### src/rtl/irq_arbiter.sv
// Interrupt arbiter: latches source events as pending, picks a winner (fixed or rotating
// priority) and runs the request / acknowledge / service handshake with the core controller.
module irq_arbiter #(
  parameter int unsigned NUM_SRC     = 4,
  parameter bit          ROUND_ROBIN = 1'b0,
  parameter int unsigned CAUSE_BASE  = 16,
  localparam int unsigned ID_W       = $clog2(NUM_SRC)
) (
  input  logic               clk,
  input  logic               reset,
  input  logic [NUM_SRC-1:0] src_i,
  input  logic [NUM_SRC-1:0] enable_i,
  input  logic               global_ie_i,
  input  logic [31:0]        mtvec_i,
  input  logic               irq_ack_i,
  input  logic               mret_i,
  input  logic               flush_i,
  output logic               irq_req_o,
  output logic [ID_W-1:0]    irq_id_o,
  output logic [31:0]        irq_cause_o,
  output logic [31:0]        irq_vector_o,
  output logic               in_service_o,
  output logic [NUM_SRC-1:0] pending_o,
  output logic [31:0]        irq_count_o
);

  typedef enum logic [1:0] {
    IDLE    = 2'd0,
    REQ     = 2'd1,
    SERVICE = 2'd2
  } state_e;

  state_e             state_q;
  logic [NUM_SRC-1:0] pending_q;
  logic [NUM_SRC-1:0] pending_d;
  logic [ID_W-1:0]    id_q;
  logic [ID_W-1:0]    rr_ptr_q;
  logic [ID_W-1:0]    rr_ptr_d;
  logic               req_q;
  logic               svc_q;
  logic [31:0]        count_q;

  logic [NUM_SRC-1:0] eligible_c;
  logic [NUM_SRC-1:0] clr_mask_c;
  logic               any_elig_c;
  logic               ack_take_c;
  logic [ID_W-1:0]    winner_c;
  logic [31:0]        vec_base_c;
  logic [31:0]        vec_off_c;

  assign eligible_c = pending_q & enable_i;
  assign any_elig_c = |eligible_c;
  assign ack_take_c = (state_q == REQ) && irq_ack_i;

  // A new event on the acknowledged source survives the clear.
  assign clr_mask_c = ack_take_c ? (NUM_SRC'(1) << id_q) : '0;
  assign pending_d  = (pending_q & ~clr_mask_c) | src_i;
  assign rr_ptr_d   = (id_q == ID_W'(NUM_SRC - 1)) ? '0 : id_q + 1'b1;

  // Winner search starts at rr_ptr (rotating) or at index 0 (fixed), wrapping around.
  always_comb begin
    int unsigned start;
    int unsigned idx;
    logic        found;
    start    = ROUND_ROBIN ? 32'(rr_ptr_q) : 32'd0;
    idx      = 0;
    found    = 1'b0;
    winner_c = '0;
    for (int unsigned k = 0; k < NUM_SRC; k++) begin
      idx = start + k;
      if (idx >= NUM_SRC) begin
        idx = idx - NUM_SRC;
      end
      if (!found && eligible_c[ID_W'(idx)]) begin
        found    = 1'b1;
        winner_c = ID_W'(idx);
      end
    end
  end

  always_ff @(posedge clk or posedge reset) begin
    if (reset) begin
      state_q   <= IDLE;
      pending_q <= '0;
      id_q      <= '0;
      rr_ptr_q  <= '0;
      req_q     <= 1'b0;
      svc_q     <= 1'b0;
      count_q   <= '0;
    end else if (flush_i) begin
      state_q   <= IDLE;
      pending_q <= '0;
      req_q     <= 1'b0;
      svc_q     <= 1'b0;
    end else begin
      pending_q <= pending_d;
      case (state_q)
        IDLE: begin
          if (global_ie_i && any_elig_c) begin
            id_q    <= winner_c;
            req_q   <= 1'b1;
            state_q <= REQ;
          end
        end
        REQ: begin
          if (irq_ack_i) begin
            count_q  <= count_q + 32'd1;
            rr_ptr_q <= rr_ptr_d;
            req_q    <= 1'b0;
            svc_q    <= 1'b1;
            state_q  <= SERVICE;
          end else if (!global_ie_i || !eligible_c[id_q]) begin
            req_q   <= 1'b0;
            state_q <= IDLE;
          end
        end
        SERVICE: begin
          if (mret_i) begin
            svc_q   <= 1'b0;
            state_q <= IDLE;
          end
        end
        default: begin
          req_q   <= 1'b0;
          svc_q   <= 1'b0;
          state_q <= IDLE;
        end
      endcase
    end
  end

  // Vectored mode only for mode 1; modes 2 and 3 fall back to direct.
  assign vec_base_c   = {mtvec_i[31:2], 2'b00};
  assign vec_off_c    = (CAUSE_BASE + 32'(id_q)) << 2;
  assign irq_vector_o = (mtvec_i[1:0] == 2'b01) ? vec_base_c + vec_off_c : vec_base_c;
  assign irq_cause_o  = {1'b1, 31'(CAUSE_BASE + 32'(id_q))};

  assign irq_req_o    = req_q;
  assign irq_id_o     = id_q;
  assign in_service_o = svc_q;
  assign pending_o    = pending_q;
  assign irq_count_o  = count_q;

endmodule

### config.mk
export PLATFORM = sky130hd
export DESIGN_NAME = irq_arbiter
export DESIGN_NICKNAME = d
export VERILOG_FILES = /design/src/rtl/irq_arbiter.sv
export SDC_FILE = /design/constraint.sdc
export NUM_CORES = 1
export LEC_CHECK = 0
export CAP_MARGIN = 20
export CORE_UTILIZATION = 25
export CTS_BUF_LIST = sky130_fd_sc_hd__clkbuf_8
export DETAILED_ROUTE_END_ITERATION = 10
export PLACE_DENSITY = 0.54
export SYNTH_ARGS = -nofsm -noshare
export SYNTH_HDL_FRONTEND = slang
export SYNTH_SLANG_ARGS = --single-unit
export TNS_END_PERCENT = 1
### constraint.sdc
create_clock -name clk -period 2.4 [get_ports clk]
set_input_delay 0.48 -clock clk [delete_from_list [all_inputs] [get_ports clk]]
set_output_delay 0.48 -clock clk [all_outputs]
set_load 0.1 [all_outputs]
==> flow_metrics.env <==
export IMPL_place_hpwl_um=6990
export IMPL_ioPinCount=150
export IMPL_antenna_found_initial=0
export IMPL_worstSetupPathType="flop to output pin"
export IMPL_drt_pre_antenna_iters=4
export IMPL_insertion_delay_ns=0.30
export IMPL_clockPowerShare=0.191
export IMPL_drive_gt1_frac=0.442
export IMPL_switching_power_mw=1.38
export IMPL_combPwrFrac=0.532
export IMPL_drt_total_wl_um=8950
export IMPL_vias=2853
export IMPL_syn_avg_cell_area_um2=9.42
export IMPL_cts_tree="done"
export IMPL_place_gp_congestion=0.779
export IMPL_final_cell_area_um2=5620
export IMPL_switching_share=0.477
export IMPL_fin_ws_ns=-0.475
export IMPL_reg2reg_slack_ns=0.62
export IMPL_drtAntennaViolNets=0
export IMPL_hold_class="flop to flop"
export IMPL_fin_crit_sh=1.20
export IMPL_max_slew_margin_rel=0.627
export IMPL_antenna_cells=0
export IMPL_die_area_um2=12100
export IMPL_min_delay_start="irq_count_o[31]$_DFFE_PP0P_"
export IMPL_grt_max_degree=43
export IMPL_yosysMostFrequentCell="dfrtp_1"
export IMPL_drcViolationCount=0
export IMPL_drv_slew=0
export IMPL_cp_start_kind="flop"
export IMPL_clk_pin_slew_ns=0.08
export IMPL_rsz0062_at_grt="true"
export IMPL_initial_core_util=0.256
export IMPL_violations="setup timing"
export IMPL_min_period_ns=2.87
export IMPL_hold_path_depth=1
export IMPL_synth_commonest_cells="dfrtp_1, xnor2_1, buf_4"
export IMPL_syn_instance_count=309
export IMPL_rr_startpoint="state_q[1]$_DFFE_PP0P_"
export IMPL_synth_top_cell_area_share=0.361
export IMPL_h_tree_depth=2
export IMPL_rows=39
export IMPL_grt_pass1_vias=2753
export IMPL_grt_ovfl_total=0
export IMPL_ys_seq_area_frac=0.361
export IMPL_fmax_mhz=348
export IMPL_worstSetupEndpointType="output pin"
export IMPL_whs_ns=0.490
export IMPL_die_y_um=110
export IMPL_clkSinkCount=42
export IMPL_vdd_drop_max_mv=1.05
export IMPL_status="finished with violations"
export IMPL_worstPathRequired_ns=1.92
export IMPL_synthFlopType="dfrtp_1"
export IMPL_via_per_inst=4.50
export IMPL_utilization=0.495
export IMPL_synth_edff_count=0
export IMPL_numCtsBuffers=5
export IMPL_leakagePower_nw=2.54
export IMPL_drv_cap=0
export IMPL_rr_endpoint="pending_o[1]$_DFF_PP0_"
export IMPL_finalSetupViolCount=27
export IMPL_wl_per_cell_um=14.1
export IMPL_ys_types=45
export IMPL_seqPwrFrac=0.276
export IMPL_drt_iter0_markers=156
export IMPL_grt_pass1_wl_um=14200
export IMPL_hold_path_end="irq_count_o[31]$_DFFE_PP0P_"
export IMPL_netlist_area_um2=2910
export IMPL_root_buffer="clkbuf_8"
export IMPL_crit_fanout=7
export IMPL_arrival_ns=2.39
export IMPL_p_per_area_nw_per_um2=515
export IMPL_ys_warn_count=0
export IMPL_r2r_cells=5
export IMPL_numPortBuffers=117
export IMPL_async_flop_share=1.00
export IMPL_core_area_um2=11400
export IMPL_nFillCells=1013
export IMPL_fin_nets=540
export IMPL_area_growth_pct=93.2
export IMPL_clock_skew_ns=0.0112
export IMPL_gr_usage_all_layers=0.151
export IMPL_ys_seq_elements=42
export IMPL_yosysTopAreaCell="dfrtp_1"
export IMPL_place_area_um2=5210
export IMPL_cts_hold_fix_buffers=0
export IMPL_clk_path_buf_depth=2
export IMPL_timing_final_hold_violations=0
export IMPL_p_int_mw=1.52
export IMPL_ys_top_cells_by_area="dfrtp_1, xnor2_1, buf_4"
export IMPL_chipWidth_um=110
export IMPL_max_slew_worst_pin_slew_ns=0.558
[final cells by class]
class / instances / area (µm²) / area share
Timing Repair Buffer: 183 / 1900 / 0.337
Clock inverter: 3 / 41.3 / 0.00734
Sequential cell: 42 / 1060 / 0.188
Tap cell: 143 / 179 / 0.0318
Inverter: 4 / 15.0 / 0.00267
Multi-Input combinational cell: 254 / 2360 / 0.421
Clock buffer: 5 / 68.8 / 0.0122
[metrics by stage]
stage / worst slack [ns] / total power, mW / std cells / TNS (ns)
2_1_floorplan: -0.576 / 1.88 / 339 / -12.86
3_3_place_gp: -0.723 / 2.30 / 613 / -15.85
3_5_place_dp: -0.759 / 2.31 / 613 / -16.45
4_1_cts: -0.450 / 2.91 / 633 / -9.48
5_1_grt: -0.565 / 3.02 / 634 / -11.89
6_report: -0.475 / 2.90 / 634 / -9.52
[flip-flops by register name, summed over array words and instances (netlist names)]
name,count
irq_req_o,1
state_q,2
pending_o,4
in_service_o,1
irq_count_o,32
irq_id_o,2
[cell families (layout without fill, tap and decap cells)]
| logic type | Yosys count | in the layout | synth area share |
|---|---|---|---|
| simple gates | 139 | 140 | 0.286 |
| fa+ha+maj | 4 | 4 | 0.0198 |
| flops | 42 | 42 | 0.361 |
| xor+xnor | 59 | 59 | 0.178 |
| compound gates | 16 | 16 | 0.0335 |
| buf+inv | 44 | 195 | 0.104 |
| other cells | 2 | 32 | 0.00258 |
| mux | 3 | 3 | 0.0155 |
[worst max path at each step]
| stage | from | depth (start not counted) | slack (ns) | end |
|---|---|---|---|---|
| floorplan | irq_id_o[0]$_DFFE_PP0P_ | 6 | -0.58 | irq_vector_o[18] |
| global placement | mtvec_i[13] | 6 | -0.72 | irq_vector_o[24] |
| detailed placement | mtvec_i[2] | 8 | -0.76 | irq_vector_o[22] |
| CTS | irq_id_o[1]$_DFFE_PP0P_ | 8 | -0.45 | irq_vector_o[25] |
| global route | irq_id_o[0]$_DFFE_PP0P_ | 9 | -0.56 | irq_vector_o[9] |
| finish | irq_id_o[1]$_DFFE_PP0P_ | 9 | -0.47 | irq_vector_o[18] |
[routing by layer]
layer / share of wire / track usage
met3: 0.060 / 0.0279
met4: 0.0078 / 0.0267
met2: 0.47 / 0.234
met1: 0.46 / 0.220
met5: 0 / 0
[worst max-delay path, stage by stage (launching register included)]
cell	delay, ns
dfrtp_4	0.51
buf_4	0.15
fa_2	0.36
a31o_4	0.25
nor3b_4	0.16
buf_12	0.15
nand4_1	0.07
buf_4	0.14
xnor2_4	0.12
buf_12	0.19
[cell usage in the layout (no fill, tap or decap), drive strengths merged, types with 4 or more instances in the layout]
master	instances
nand3	22
clkdlybuf4s50	30
nand2	30
nor3	9
nand4	19
xor2	21
clkbuf	5
conb	32
nor3b	5
nor2	12
inv	5
and4	6
and3	8
nor4b	4
xnor2	38
buf	138
a21oi	8
dfrtp	42
nor4	7
dlygate4sd2	12
[power groups by stage]
stage,clock network (mW),registers [mW],logic (mW)
2_1_floorplan,0,1.09,0.791
3_3_place_gp,0,0.810,1.49
3_5_place_dp,0,0.812,1.50
4_1_cts,0.571,0.800,1.53
5_1_grt,0.601,0.808,1.61
6_report,0.554,0.800,1.54
[what timing repair did]
item	CTS	global route
gates cloned	1	0
buffers inserted	11	1
endpoints found under the setup margin	29	28
pin swaps	21	13
gates resized for setup	40	15
Power figures use the tool's default switching activity.
